`config.mk`:
```
export PLATFORM = sky130hd
export DESIGN_NAME = prio_dec_collect
export DESIGN_NICKNAME = d
export VERILOG_FILES = /design/src/rtl/prio_pkg.sv /design/src/rtl/popcount_vec.sv /design/src/rtl/prio_dec_collect.sv
export SDC_FILE = /design/constraint.sdc
export NUM_CORES = 1
export LEC_CHECK = 0
export ABC_AREA = 1
export ABC_CLOCK_PERIOD_IN_PS = 9000
export CAP_MARGIN = 20
export CORE_UTILIZATION = 55
export CTS_BUF_LIST = sky130_fd_sc_hd__clkbuf_8 sky130_fd_sc_hd__clkbuf_16
export CTS_CLUSTER_DIAMETER = 120
export DETAILED_ROUTE_END_ITERATION = 8
export PLACE_DENSITY = 0.84
export SYNTH_ARGS = -nofsm -noshare
export SYNTH_HDL_FRONTEND = slang
export SYNTH_SLANG_ARGS = --single-unit
```
`constraint.sdc`:
```
create_clock -name clk -period 9 [get_ports clk]
set_input_delay 1.8 -clock clk [delete_from_list [all_inputs] [get_ports clk]]
set_output_delay 1.8 -clock clk [all_outputs]
set_load 0.02 [all_outputs]
```
`src/rtl/prio_pkg.sv`:
```
// Shared constants, FSM state type and index helpers for the priority
// encoder / decoder-collector pair.
package prio_pkg;
    localparam int IDX_W = 3;
    localparam int VEC_W = 1 << IDX_W;

    typedef enum logic [1:0] {
        IDLE    = 2'd0,
        COLLECT = 2'd1,
        HOLD    = 2'd2
    } state_t;

    function automatic logic [VEC_W-1:0] onehot(input logic [IDX_W-1:0] idx);
        logic [VEC_W-1:0] v;
        v      = '0;
        v[idx] = 1'b1;
        return v;
    endfunction

    // Highest set index, i.e. what the upstream priority encoder reports.
    function automatic logic [IDX_W-1:0] prio_enc(input logic [VEC_W-1:0] vec);
        logic [IDX_W-1:0] idx;
        idx = '0;
        for (int i = 0; i < VEC_W; i++)
            if (vec[i]) idx = IDX_W'(i);
        return idx;
    endfunction
endpackage

```
`src/rtl/popcount_vec.sv`:
```
// Combinational population count of a VEC_W-bit vector.
module popcount_vec #(
    parameter int VEC_W = 8,
    parameter int OUT_W = 4
) (
    input  logic [VEC_W-1:0] vec,
    output logic [OUT_W-1:0] cnt
);
    always_comb begin
        cnt = '0;
        for (int i = 0; i < VEC_W; i++)
            cnt = cnt + {{(OUT_W-1){1'b0}}, vec[i]};
    end
endmodule

```
`src/rtl/prio_dec_collect.sv`:
```
// Rebuilds a request vector from a framed stream of indices; emits the
// registered vector with its popcount and a repeated-index flag.
module prio_dec_collect
    import prio_pkg::*;
#(
    parameter int CNT_W = 8
) (
    input  logic                 clk,
    input  logic                 rst,
    input  logic [IDX_W-1:0]     in_idx,
    input  logic                 in_valid,
    input  logic                 in_last,
    output logic                 in_ready,
    output logic [VEC_W-1:0]     out_vec,
    output logic [IDX_W:0]       out_cnt,
    output logic                 out_dup,
    output logic                 out_valid,
    input  logic                 out_ready,
    output logic [CNT_W-1:0]     frames_done
);
    state_t           state, state_nx;
    logic [VEC_W-1:0] acc, beat_oh, merged;
    logic             dup, beat_dup, accept;
    logic [IDX_W:0]   merged_cnt;

    assign in_ready = (state != HOLD);
    assign accept   = in_valid && in_ready;
    assign beat_oh  = onehot(in_idx);
    assign merged   = acc | beat_oh;
    assign beat_dup = |(acc & beat_oh);

    popcount_vec #(.VEC_W(VEC_W), .OUT_W(IDX_W + 1)) u_pop (
        .vec (merged),
        .cnt (merged_cnt)
    );

    always_comb begin
        state_nx = state;
        case (state)
            IDLE:    if (accept) state_nx = in_last ? HOLD : COLLECT;
            COLLECT: if (accept && in_last) state_nx = HOLD;
            HOLD:    if (out_ready) state_nx = IDLE;
            default: state_nx = IDLE;
        endcase
    end

    always_ff @(posedge clk) begin
        if (rst) begin
            state       <= IDLE;
            acc         <= '0;
            dup         <= 1'b0;
            out_vec     <= '0;
            out_cnt     <= '0;
            out_dup     <= 1'b0;
            out_valid   <= 1'b0;
            frames_done <= '0;
        end else begin
            state <= state_nx;
            if (accept) begin
                if (in_last) begin
                    // Close the frame: publish the merged vector, clear for the next.
                    out_vec   <= merged;
                    out_cnt   <= merged_cnt;
                    out_dup   <= dup | beat_dup;
                    out_valid <= 1'b1;
                    acc       <= '0;
                    dup       <= 1'b0;
                end else begin
                    acc <= merged;
                    dup <= dup | beat_dup;
                end
            end
            if (state == HOLD && out_ready) begin
                out_valid   <= 1'b0;
                frames_done <= frames_done + 1'b1;
            end
        end
    end
endmodule

```
# --- Yosys cells after proc, flatten, opt, wreduce, memory -nomap -nowiden ---
# Cells that the tools add are included.
totals:
  n_memories: 0
  latch_bits: 0
  ff_bits: 33
  ram_bits: 0
  inputBits: 8
  mem_bits_ro: 0
classes:
  bitwise_logic: 3
  n_eq_ne: 6
  n_mux: 9
  n_addsub: 8
  mul: 0
  n_reduce_logical: 9
  div: 0
  n_lt_le_gt_ge: 2
  shift: 0
op_table:
  columns: ["op", "n"]
  rows:
  - ["$add 4x1->4", 6]
  - ["$add 8x1->8 const B", 1]
  - ["$and 8x8->8", 1]
  - ["$mux 2", 4]
  - ["$mux 8", 1]
  - ["$ne 2x2->1 const B", 4]
  - ["$or 8x8->8", 1]
  - ["$reduce_or 8->1", 1]
  - ["$pmux 2 s3", 1]
  - ["$logic_and 1x1->1", 4]
  - ["$lt 3x4->1 const B", 1]
  - ["$demux 1 s3", 1]
  - ["$ge 3x1->1 const B", 1]
  - ["$reduce_and 3->1", 1]
  - ["$add 1x1->2", 1]
  - ["$eq 2x1->1 const B", 1]
  - ["$eq 2x2->1 const B", 1]
  - ["$logic_not 2->1", 1]
  - ["$mux 1", 2]
  - ["$reduce_and 2->1", 1]
  - ["$reduce_or 2->1", 1]
  - ["$or 1x1->1", 1]

# --- Logic depth before layout (Yosys ltp) ---
# Gate-level depths: netlist of the first run.
depth:
  word_depth: 12
  mapped_depth: 14

# --- Cells and area by module ---
# From an unflattened synthesis of the first run, not the netlist that was laid out.
unflattened:
  cells_unflattened: 235
  hier_area_um2: 1665.3
by_module_without_submodules:
  columns: ["module", "instances", "cells_per_inst", "seq_area_each_um2", "area_each_um2"]
  rows:
  - ["prio_dec_collect", 1, 206, 660.6, 1463.9]
  - ["popcount_vec", 1, 29, 0.0, 201.4]

# --- Worst setup path after synthesis of the first run ---
# OpenSTA, ideal clock, no wires.
synth_timing:
  path_type: "input to register"
  startpoint: "input in_idx[2]"
  endpoint: "register out_cnt[2]"
  slack_ns: 4.475
  cell_stages: 12
  arrival_time_ns: 4.456
  t_required_ns: 8.931
  path_cell_list: "buf_2 -> nor3_1 -> nor2_1 -> inv_1 -> ha_1 -> inv_1 -> fa_1 -> fa_1 -> fa_1 -> fa_1 -> xor2_1 -> o21ai_1"
synth_between:
  elab_chain_len: 12
synth_rtl:
  columns: ["item", "line", "rtl"]
  rows:
  - ["start: declaration", "prio_dec_collect.sv:10", "input logic [IDX_W-1:0] in_idx,"]
  - ["$lt 3x4->1 (implied by the code) / $ge 3x1->1 (equally long branches)", "prio_pkg.sv:16", "v[idx] = 1'b1;"]
  - ["$logic_and 1x1->1 (implied by the code)", "prio_pkg.sv:16", null]
  - ["$mux 1 (implied by the code)", "prio_pkg.sv:16", null]
  - ["$demux 1 s3 *", "prio_pkg.sv:16", null]
  - ["$or 8x8->8 *", "prio_dec_collect.sv:29", "assign merged = acc | beat_oh;"]
  - ["via merged[0]", "prio_dec_collect.sv:22", "logic [VEC_W-1:0] acc, beat_oh, merged;"]
  - ["$add 1x1->2 *", "popcount_vec.sv:12", "cnt = cnt + {{(OUT_W-1){1'b0}}, vec[i]};"]
  - ["$add 4x1->4 * (6 in series)", "popcount_vec.sv:12", null]
  - ["end signal: assignment", "prio_dec_collect.sv:63", "out_cnt <= merged_cnt;"]
  - ["end: declaration", "prio_dec_collect.sv:15", "output logic [IDX_W:0] out_cnt,"]
# Mark *: on every way through the listed nets, which the timed path passes. The rest lies on a longest branch.
# A chain may end at the register's enable or synchronous reset.

# --- Worst setup path after layout of the first run ---
layout_timing:
  startpoint: "input in_idx[0]"
  endpoint: "register out_cnt[2]"
# The elaborated chain is that of the path after synthesis.

==> impl_results.md, run 1 <==
- Initial Utilization: 58.7%
- Cell leakage power: 0.000880 uW
- Worst Tran Pin Value: 306 ps
- First-pass GRT wire length: 5460 um
- Pin count of the biggest net entering global routing: 14
- Predominant post-synthesis flop cell: dfxtp_1
- Post-synth EDFFs: 0
- CP required: 9200 ps
- Core Region: 0.00278 mm^2
- Hold-fix buffers, CTS: 0
- # IOs: 31
- Area post-placement: 0.00194 mm^2
- IO buf count: 30
- Share of layout cells above drive strength 1: 6.23%
- Rows: 19
- Max-slew violation count: 0
- Die area: 0.00319 mm^2
- DP HPWL: 2290 um
- P_sw: 83.4 uW
- Synthesized area: 0.00163 mm^2
- Startpoint types: input pin
- Post-Route M1 WL: 1470 um
- Max layer used: met4
- Ys async rst share: 0%
- Die Y: 56.5 um
- CP endpoint kind: register
- GRT Total Usage: 21.9%
- CTS Sinks: 33
- CTS Root Cell: clkbuf_8
- Final instance area: 0.00203 mm^2
- Setup TNS: 0 ps
- Metal3 WL: 160 um
- Final Critical Period: 5040 ps
- Average wire per standard cell: 10.6 um
- Clock power frac: 34.7%
- CTS buffer count: 5
- Ys Warns: 0
- Synth top cells by count: nand2_1, inv_1, dfxtp_1, nor2_1, a21oi_1
- Overall power: 314 uW
- # DRC: 0
- Most frequent cell after synthesis: nand2_1
- Outcome: finished clean
- Synthesized flop and latch total: 33
- Clock Skews: 3.11 ps
- DRT Pass-1 Iters: 4
- Vias/cell: 5.12
- Core Util, Final: 73.0%
- PwrDens: 155 mW/mm^2
- Cell taking the most area after synthesis: dfxtp_1
- Period utilisation layout: 56.0%
- Area share of the largest cell type after synthesis: 40.5%
- Gate power share: 16.1%
- Setup Viol. Count Final: 0
- VDD IR max: 0.135 mV
- Post-synth net total: 240
- Max frequency: 0.199 GHz
- Seq/Total Area, Yosys: 40.5%
- ANT nets after route: 0
- Sequential Power Share: 49.3%
- Sw Ratio: 26.6%
- Final Hold Viols: 0
- RSZ-0062 raised after global routing: false
- H-tree levels: 2
- Routed WL: 3070 um
- DR vias: 1475
- Nets: 273
- Worst EP arrival: 5230 ps
- Vias in the first global route: 1345
- Synth area leaders: dfxtp_1, nand2_1, inv_1, nor2_1, fa_1
- Worst skew pair latency: 270 ps
- Layout fillers: 215
- CTS tree: yes
- Antenna Cells: 0
- Slew headroom: 79.5%
- Area growth syn-to-layout: 24.5%
- Congestion Overflow GR: 0
- Synth unique cells: 25
- Worst-path clk slew: 60 ps
- Initial antenna violation count: 0
- Hold WC Path Type: register to register
- Met2 WL: 1380 um
- Die Wd: 56.5 um
- Syn Area/Cell: 7.28 um^2
- Max Cap Viol: 0
- DRT iter0 DRCs: 58
- Mapped Cells: 224
- Critical setup path kind: input pin to register
- Post-cts resize count: 0
- GPL Wtd Cong: 0.857
- Worst-path fanout max: 7
- Int Power: 230 uW
- Post-CTS setup buffers: 0
- Clock buffer depth: 2
==> registers in the layout, indices dropped and copies added, names as in the netlist <==
signal	count
out_cnt	4
dup	1
frames_done	8
out_vec	8
out_valid	1
out_dup	1
acc	8
state	2
==> layout by cell type, fill, tap and decap left out, types with 3 or more instances in the layout <==
master	instances
nand3_1	11
ha_1	4
dfxtp_1	33
o21ai_1	9
nor2_1	32
inv_1	36
nor3_1	3
nand4_1	4
nand2_1	47
clkbuf_8	6
fa_1	4
o21ai_0	9
a21oi_1	14
clkdlybuf4s50_1	30
==> final timing paths <==
check                                 from          to  slack (ps)  depth (start not counted)
worst min register to register  out_vec[5]  out_vec[5]         460                          2
worst max register to register      acc[0]  out_cnt[2]        6060                         10
worst min-delay path            out_vec[5]  out_vec[5]         460                          2
worst max-delay path             in_idx[0]  out_cnt[2]        3960                         13
==> layer usage <==
metal,global-route usage [%],vias to the layer above
li1,-,772
met1,28.6,651
met2,34.8,45
met3,4.38,7
met4,9.76,0
met5,0,-
==> cells by family after synthesis <==
kind of cell / count (synthesis) / share of synthesized area (%)
adders and majority gates: 8 / 7.98
and+or+nand+nor: 106 / 29.1
AOI/OAI and AO/OA: 35 / 11.7
DFF: 33 / 40.5
xor gates and xnor gates: 1 / 0.537
buffers and inverters: 41 / 10.1
==> per-stage QoR <==
| step | instances | hold WS [ps] | setup slack [ps] |
|---|---|---|---|
| 4_1_cts | 288 | 458 | 4000 |
| 2_1_floorplan | 224 | 440 | 4480 |
| 3_3_place_gp | 281 | 447 | 3870 |
| 3_5_place_dp | 281 | 449 | 3780 |
| 5_1_grt | 288 | 479 | 3750 |
| 6_report | 288 | 457 | 3960 |
==> cell type report <==
cell class,instances,area [um^2],area share (%)
Tap cell,31,38.8,1.91
Timing Repair Buffer,30,300,14.8
Multi-Input combinational cell,150,806,39.7
Inverter,37,139,6.84
Clock inverter,1,3.75,0.185
Sequential cell,33,661,32.5
Clock buffer,6,82.6,4.07
==> worst max-delay path: stages <==
cell and delay (ps):
clkdlybuf4s50_1 590, inv_1 160, nor3_1 240, nor2_1 90, inv_1 70, ha_1 220
inv_1 70, fa_1 420, fa_1 460, fa_1 420, fa_1 390, xor2_1 160
o21ai_1 150
==> power groups by stage <==
stage                     combinational [uW]  sequential (uW)  clock, uW
after CTS                               50.9              155        111
after floorplan                         31.4              161          0
after global routing                    58.0              155        117
final                                   50.5              155        109
after global placement                  49.6              158          0
after detailed placement                50.7              158          0
Power figures use the tool's default switching activity.
==> run 2, diff against run 1 <==
--- a/config.mk
+++ b/config.mk
@@ -6,13 +6,13 @@
 export NUM_CORES = 1
 export LEC_CHECK = 0
 export ABC_AREA = 1
-export ABC_CLOCK_PERIOD_IN_PS = 9000
+export ABC_CLOCK_PERIOD_IN_PS = 4610
 export CAP_MARGIN = 20
-export CORE_UTILIZATION = 55
+export CORE_UTILIZATION = 46
 export CTS_BUF_LIST = sky130_fd_sc_hd__clkbuf_8 sky130_fd_sc_hd__clkbuf_16
 export CTS_CLUSTER_DIAMETER = 120
 export DETAILED_ROUTE_END_ITERATION = 8
-export PLACE_DENSITY = 0.84
+export PLACE_DENSITY = 0.75
 export SYNTH_ARGS = -nofsm -noshare
 export SYNTH_HDL_FRONTEND = slang
 export SYNTH_SLANG_ARGS = --single-unit
==> constraint.sdc (replaced) <==
create_clock -name clk -period 4.61 [get_ports clk]
set_input_delay 0.922 -clock clk [delete_from_list [all_inputs] [get_ports clk]]
set_output_delay 0.922 -clock clk [all_outputs]
set_load 0.02 [all_outputs]
==> run 2 against run 1 <==
Compared with the run above:
- core utilization is 12 points lower
- clock power is 120% higher
- routed wire length is 3.8% higher
- global-route usage is 2.3 points lower
- worst setup slack worse by 3400 ps
- critical endpoint unchanged
- largest cell class unchanged
- highest routed layer unchanged
==> impl_results.md, run 2 (synthesized netlist as in run 1, its figures left out) <==
- DR vias: 1471 (-0.27%)
- Worst EP arrival: 4280 ps (-950 ps)
- Die area: 0.00379 mm^2 (+19%)
- Setup Viol. Count Final: 0 (unchanged)
- Top Registers: acc x8, frames_done x8, out_vec x8
- Largest delay share family, worst path: adder cells
- Non-filler cells, final: 304 (+5.6%)
- Area post-placement: 0.00196 mm^2 (+0.97%)
- Post-Route M1 WL: 1490 um (+0.81%)
- Worst skew pair latency: 290 ps (+20 ps)
- Initial Utilization: 48.5% (-10 points)
- Int Power: 469 uW (+100%)
- Outcome: finished clean
- Final instance area: 0.00206 mm^2 (+1.7%)
- Max frequency: 0.246 GHz
- Routed WL: 3180 um (+3.8%)
- CTS Root Cell: clkbuf_8
- Startpoint types: input pin
- Sequential Power Share: 47.4% (-1.9 points)
- Slew headroom: 79.3% (-0.27 points)
- Pin count of the biggest net entering global routing: 14 (unchanged)
- Initial antenna violation count: 0 (unchanged)
- Hold-fix buffers, CTS: 0 (unchanged)
- Clock power frac: 37.1% (+2.4 points)
- GRT Total Usage: 19.6% (-2.3 points)
- Slowest CP cell: clkdlybuf4s50_1
- Hold WC Path Type: register to register
- IO buf count: 30 (unchanged)
- Setup TNS: 0 ps (unchanged)
- Worst-path clk slew: 60 ps (about the same)
- Share of layout cells above drive strength 1: 6.98% (+0.75 points)
- Post-cts resize count: 0 (unchanged)
- Metal3 WL: 167 um (+4.4%)
- Die Wd: 61.6 um (+9.0%)
- Max Cap Viol: 0 (unchanged)
- Post-CTS setup buffers: 0 (unchanged)
- Final Critical Period: 4060 ps
- H-tree levels: 2 (unchanged)
- CP endpoint kind: register
- Gate power share: 15.6% (-0.5 points)
- CTS buffer count: 5 (unchanged)
- Congestion Overflow GR: 0 (unchanged)
- Clock buffer depth: 2 (unchanged)
- Met2 WL: 1480 um (+7.0%)
- Average wire per standard cell: 10.5 um (-1.7%)
- CTS tree: yes
- RSZ-0062 raised after global routing: false
- Period utilisation layout: 88.1%
- ANT nets after route: 0 (unchanged)
- # IOs: 31 (unchanged)
- Overall power: 637 uW (+100%)
- Buf/Inv on CP: 4 (unchanged)
- DRT Pass-1 Iters: 4 (unchanged)
- Commonest cells after routing, fill and taps aside: nand2_1, inv_1, dfxtp_1
- Dpl cells: 296 (+5.3%)
- Die Y: 61.6 um (+9.0%)
- Final Hold Viols: 0 (unchanged)
- Area growth syn-to-layout: 26.5%
- Max layer used: met4
- Most frequent CP cell: fa_1
- Clock Skews: 8.72 ps (+5.62 ps)
- Dpl ws: 291 ps (-3490 ps)
- CP required: 4830 ps (-4370 ps)
- Layout fillers: 345 (+60%)
- DRT iter0 DRCs: 102 (+76%)
- Nets: 273 (unchanged)
- Critical setup path kind: input pin to register
- Vias in the first global route: 1280 (-4.8%)
- Worst path cell trace: clkdlybuf4s50_1 -> inv_1 -> nor3_1 -> nor2_1 -> inv_1 -> ha_1 -> inv_1 -> fa_1 -> fa_1 -> fa_1 -> fa_1 -> xor2_1 -> o21ai_1
- Max-slew violation count: 0 (unchanged)
- Post-route setup slack: 549 ps (-3420 ps)
- CTS Sinks: 33 (unchanged)
- # DRC: 0 (unchanged)
- Cell leakage power: 0.000886 uW (+0.66%)
- PwrDens: 309 mW/mm^2 (+100%)
- P_sw: 169 uW (+100%)
- Vias/cell: 4.84 (-5.5%)
- Leading cell type in the layout, fill and taps excluded: nand2_1
- Worst-path fanout max: 7 (unchanged)
- Antenna Cells: 0 (unchanged)
- Max incr delay on CP: 590 ps (about the same)
- Rows: 21 (+2)
- DP HPWL: 2450 um (+6.7%)
- Worst Tran Pin Value: 309 ps (+2.70 ps)
- Sw Ratio: 26.4% (-0.12 points)
- First-pass GRT wire length: 5310 um (-2.8%)
- VDD IR max: 0.221 mV (+64%)
- GPL Wtd Cong: 0.823 (-4.0%)
- Core Region: 0.00336 mm^2 (+21%)
[run 2: cell count changes in the layout (fill, tap and decap cells not counted), sizes merged]
cell / delta
inv: -1
clkinv: +1
clkbuf: +1
[run 2: worst paths after layout]
path | startpoint | endpoint | slack (ps) | cells after the start
hold / removal | out_cnt[3] | out_cnt[3] | 460 | 2
setup / recovery | in_idx[0] | out_cnt[2] | 550 | 13
hold reg to reg | out_cnt[3] | out_cnt[3] | 460 | 2
setup reg to reg | acc[0] | out_cnt[2] | 1720 | 10
[run 2: cell type report]
class,count,area [um^2],share of cell area [%]
Multi-Input combinational cell,150,806,39.0
Sequential cell,33,661,32.0
Timing Repair Buffer,30,300,14.5
Inverter,37,139,6.73
Clock buffer,7,96.3,4.67
Tap cell,46,57.6,2.79
Clock inverter,1,5.00,0.242
[run 2: through the flow]
stage | hold slack (ps) | utilization, %
6_report | 456 | 61.4
5_1_grt | 478 | 61.4
4_1_cts | 461 | 61.4
3_5_place_dp | 452 | 58.4
3_3_place_gp | 447 | 58.4
2_1_floorplan | 440 | -
[run 2: worst min-delay path, delay by kind of cell (launching register included)]
kind	cells	cell delay [ps]
AOI/OAI and AO/OA	1	50
and+or+nand+nor	1	50
DFF	1	310
[run 2: power by group through the flow]
| stage | combinational (uW) | clock [uW] | sequential, uW |
|---|---|---|---|
| global route | 111 | 254 | 303 |
| CTS | 100 | 243 | 302 |
| detailed placement | 99.5 | 0 | 308 |
| floorplan | 61.3 | 0 | 314 |
| global placement | 97.9 | 0 | 308 |
| finish | 99.2 | 236 | 302 |
[run 2: metal layers]
layer / GRT usage, % / up-vias
met1: 24.0 / 646
met3: 5.67 / 5
met5: 0 / -
li1: - / 774
met2: 32.0 / 46
met4: 8.57 / 0
==> run 3, diff against run 2 <==
--- a/config.mk
+++ b/config.mk
@@ -10,8 +10,10 @@
 export CAP_MARGIN = 20
 export CORE_UTILIZATION = 46
 export CTS_BUF_LIST = sky130_fd_sc_hd__clkbuf_8 sky130_fd_sc_hd__clkbuf_16
-export CTS_CLUSTER_DIAMETER = 120
+export CTS_CLUSTER_DIAMETER = 80
 export DETAILED_ROUTE_END_ITERATION = 8
+export GPL_ROUTABILITY_DRIVEN = 0
+export MAX_ROUTING_LAYER = met4
 export PLACE_DENSITY = 0.75
 export SYNTH_ARGS = -nofsm -noshare
 export SYNTH_HDL_FRONTEND = slang
==> run 3 against run 2 <==
Compared with the run above:
- register-to-register slack barely moved
- non-clock buffer count unchanged
- highest routed layer unchanged
- count of clock-buffer cells in the layout did not move
- largest cell class unchanged
- via count grew 0.14%
- critical endpoint unchanged
- power about the same
==> impl_results.md, run 3 (synthesized netlist as in run 1, its figures left out) <==
- Worst skew pair latency: 290 ps (about the same)
- Largest delay share family, worst path: adder cells
- Area post-placement: 0.00196 mm^2 (unchanged)
- P_sw: 169 uW (about the same)
- Critical setup path kind: input pin to register
- Nets: 273 (unchanged)
- Slew headroom: 79.5% (+0.21 points)
- Congestion Overflow GR: 0 (unchanged)
- Hold WC Path Type: register to register
- Die Y: 61.6 um (unchanged)
- CTS Root Cell: clkbuf_8
- Antenna Cells: 0 (unchanged)
- Max-slew violation count: 0 (unchanged)
- Routed WL: 3180 um (about the same)
- CTS Sinks: 33 (unchanged)
- Final Critical Period: 4060 ps (+2.28 ps)
- CTS tree: yes
- Vias in the first global route: 1281 (+0.078%)
- Max Cap Viol: 0 (unchanged)
- PwrDens: 309 mW/mm^2 (about the same)
- Vias/cell: 4.85 (+0.14%)
- Sequential Power Share: 47.4% (about the same)
- Leading cell type in the layout, fill and taps excluded: nand2_1
- RSZ-0062 raised after global routing: false
- Die Wd: 61.6 um (unchanged)
- Pin count of the biggest net entering global routing: 14 (unchanged)
- Final instance area: 0.00206 mm^2 (unchanged)
- Overall power: 637 uW (about the same)
- Commonest cells after routing, fill and taps aside: nand2_1, inv_1, dfxtp_1
- VDD IR max: 0.221 mV (about the same)
- Worst EP arrival: 4280 ps (about the same)
- Worst-path fanout max: 7 (unchanged)
- Sw Ratio: 26.5% (about the same)
- Clock power frac: 37.1% (about the same)
- Setup TNS: 0 ps (unchanged)
- Gate power share: 15.6% (about the same)
- Core Region: 0.00336 mm^2 (unchanged)
- Dpl ws: 291 ps (unchanged)
- Share of layout cells above drive strength 1: 6.98% (unchanged)
- Period utilisation layout: 88.1% (about the same)
- Average wire per standard cell: 10.5 um (about the same)
- Final hold slack: 456 ps (-0.00200 ps)
- IO buf count: 30 (unchanged)
- Final Hold Viols: 0 (unchanged)
- DRT Pass-1 Iters: 4 (unchanged)
- DP HPWL: 2450 um (unchanged)
- # IOs: 31 (unchanged)
- Initial Utilization: 48.5% (unchanged)
- Slowest CP cell: clkdlybuf4s50_1
- Worst Tran Pin Value: 306 ps (-3.10 ps)
- Post-CTS setup buffers: 0 (unchanged)
- H-tree levels: 2 (unchanged)
- Int Power: 469 uW (unchanged)
- First-pass GRT wire length: 5310 um (unchanged)
- Most frequent CP cell: fa_1
- Setup Viol. Count Final: 0 (unchanged)
- Clock buffer depth: 2 (unchanged)
- Worst-path clk slew: 60 ps (about the same)
- Buf/Inv on CP: 4 (unchanged)
- DRT iter0 DRCs: 99 (-2.9%)
- Initial antenna violation count: 0 (unchanged)
- Cell leakage power: 0.000886 uW (unchanged)
- DR vias: 1473 (+0.14%)
- GRT Total Usage: 20.2% (+0.62 points)
- Post-route setup slack: 547 ps (-2.28 ps)
- Rows: 21 (unchanged)
- Max incr delay on CP: 590 ps (about the same)
- Post-cts resize count: 0 (unchanged)
- Hold-fix buffers, CTS: 0 (unchanged)
- ANT nets after route: 0 (unchanged)
- Startpoint types: input pin
- Die area: 0.00379 mm^2 (unchanged)
- Worst path cell trace: clkdlybuf4s50_1 -> inv_1 -> nor3_1 -> nor2_1 -> inv_1 -> ha_1 -> inv_1 -> fa_1 -> fa_1 -> fa_1 -> fa_1 -> xor2_1 -> o21ai_1
- CP endpoint kind: register
- CP required: 4830 ps (about the same)
- CTS buffer count: 5 (unchanged)
- Layout fillers: 345 (unchanged)
- Max frequency: 0.246 GHz (about the same)
- Clock Skews: 8.70 ps (-0.0215 ps)
- # DRC: 0 (unchanged)
- Outcome: finished clean
- Top Registers: acc x8, frames_done x8, out_vec x8
- Area growth syn-to-layout: 26.5% (unchanged)
==> run 3: cell counts in the layout (fill, tap and decap cells not counted) <==
Identical to the previous run, type by type.
==> run 3: metal layers <==
layer  global-route usage [%]  share of wire [%]
met5                        -                  0
met4                     8.57                1.5
met3                     5.67                5.6
met2                     32.0                 46
met1                     24.0                 46
==> run 3: worst paths after layout <==
check | slack (ps) | depth (start not counted) | start | end
worst max register to register | 1720 | 10 | acc[0] | out_cnt[2]
worst max-delay path | 550 | 13 | in_idx[0] | out_cnt[2]
worst min register to register | 460 | 2 | out_cnt[3] | out_cnt[3]
worst min-delay path | 460 | 2 | out_cnt[3] | out_cnt[3]
==> run 3: final cells by class <==
cell class | count | area [um^2] | area share [%]
Clock buffer | 7 | 96.3 | 4.67
Timing Repair Buffer | 30 | 300 | 14.5
Tap cell | 46 | 57.6 | 2.79
Multi-Input combinational cell | 150 | 806 | 39.0
Sequential cell | 33 | 661 | 32.0
Inverter | 37 | 139 | 6.73
Clock inverter | 1 | 5.00 | 0.242
==> run 3: power by group through the flow <==
stage          clock (uW)  combinational [uW]  sequential [uW]
2_1_floorplan           0                61.3              314
3_3_place_gp            0                97.9              308
3_5_place_dp            0                99.5              308
4_1_cts               243                 100              302
5_1_grt               254                 111              303
6_report              236                99.2              302
==> run 3: per-stage QoR <==
stage / cells / util [%]
finish: 304 / 61.4
global route: 304 / 61.4
CTS: 304 / 61.4
detailed placement: 296 / 58.4
global placement: 296 / 58.4
floorplan: 224 / -
==> run 3: worst register-to-register path, cell delays in order (launching register included) <==
cell	delay (ps)
dfxtp_1	330
nor2_1	140
inv_1	60
ha_1	270
inv_1	40
fa_1	490
fa_1	430
fa_1	420
fa_1	390
xor2_1	150
o21ai_1	110
==> patch: new RTL, settings of run 2 <==
The parameter `CNT_W` goes from 8 to 6.
--- a/src/rtl/prio_dec_collect.sv
+++ b/src/rtl/prio_dec_collect.sv
@@ -3,7 +3,7 @@
 module prio_dec_collect
     import prio_pkg::*;
 #(
-    parameter int CNT_W = 8
+    parameter int CNT_W = 6
 ) (
     input  logic                 clk,
     input  logic                 rst,
Interface: changed (resized frames_done); port bits go from 31 to 29. No check against the original RTL was run, so the function may have changed too.
==> patch against run 2 <==
- non-clock buffer count fell by 1
- sequential cell count shrank 2
- sequential share of layout area rose by 0.29 points
- count of clock-buffer cells in the layout down 1
- fmax decreased by 0.61%
- design area shrank 6.9%
- clock power is 18% higher
- total power grew 1.2%
- routed wire length decreased by 12%
- synthesized area fell by 8.1%
- worst setup slack got worse by 0.025 ns
- critical path type unchanged
==> patch: results <==
set metrics [dict create \
    status "finished, final reports clean" \
    power_clock_uw 278 \
    synthTopCellsByArea "dfxtp_1 (41%), nand2_1 (8.5%), inv_1 (7.5%)" \
    ir_drop_uv 240.1 \
    use_met1_pct 24.55 \
    synthXorXnorAreaFrac_pct 1.751 \
    routedWlPerCell_um 10.52 \
    ys_top_cells_by_count "nand2_1 (34), dfxtp_1 (31), inv_1 (30), nor2_1 (18), a21oi_1 (14)" \
    via_count 1273 \
    worstPathMaxFanout 10 \
    grt_pass1_vias 1085 \
    largestRegisters "acc (8), out_vec (8), frames_done (6)" \
    wl_met3_um 132 \
    leakagePower_uw 0.0008447 \
    syn_nets 208 \
    cp.arrival_ns 4.30 \
    synth_fa_ha_area_share_pct 8.674 \
    place_area_um2 1804 \
    fin_skew_ns 0.008073 \
    seq_area_frac_synth_pct 41.37 \
    syn-instance-count 192 \
    synth_cell_types 27 \
    vias_per_cell 4.768 \
    grt_pass1_wl_mm 4.636 \
    post-place-ws_ns 0.2346 \
    io_buffers 28 \
    nets 238 \
    met2_length_mm 1.238 \
    gp_congestion 0.8271 \
    slew_headroom_pct 73.82 \
    critPathMaxStageDelay_ns 0.65 \
    drt_iter0_markers 43 \
    hold_class "flip-flop to flip-flop" \
    p_comb_share_pct 13.3 \
    synth_compound_area_share_pct 12.51 \
    grtUsageTotal_pct 18.15 \
    dp_cells 259 \
    swShare_pct 24.69 \
    hpwl_mm 2.093 \
]
==> patch: changes by cell type in the layout (fill, tap and decap cells not counted), sizes merged, moves of 2 or more <==
cell / delta
o31ai: +2
clkdlybuf4s50: -2
o21ai: -7
dfxtp: -2
nor2: -14
nand2: -13
inv: -5
o21a: +2
or2: +2
nand4: +2
==> patch: path summary, 6_finish.rpt <==
path,start,to,slack (ns),cells past startpoint
setup / recovery,in_idx[1],out_cnt[1]$_SDFFE_PP0P_,0.52,13
hold / removal,out_vec[5]$_SDFFE_PP0P_,out_vec[5]$_SDFFE_PP0P_,0.45,2
setup reg to reg,acc[1]$_SDFFE_PP0P_,out_cnt[1]$_SDFFE_PP0P_,1.61,11
hold reg to reg,out_vec[5]$_SDFFE_PP0P_,out_vec[5]$_SDFFE_PP0P_,0.45,2
==> patch: stage by stage <==
| stage | total power (µW) | hold WS, ns | utilization (%) |
|---|---|---|---|
| 3_3_place_gp | 371.2 | 0.4323 | 58.62 |
| 5_1_grt | 673.8 | 0.4662 | 62.44 |
| 6_report | 645.0 | 0.4500 | 62.44 |
| 2_1_floorplan | 346.5 | 0.4367 | - |
| 3_5_place_dp | 373.3 | 0.4372 | 58.62 |
| 4_1_cts | 650.8 | 0.4529 | 62.44 |
==> patch: cell type report <==
| class | count | area (µm²) |
|---|---|---|
| Timing Repair Buffer | 29 | 287.8 |
| Inverter | 32 | 120.1 |
| Clock inverter | 2 | 35.03 |
| Sequential cell | 31 | 620.6 |
| Clock buffer | 6 | 82.58 |
| Multi-Input combinational cell | 123 | 720.7 |
| Fill cell | 286 | 1156 |
| Tap cell | 44 | 55.05 |
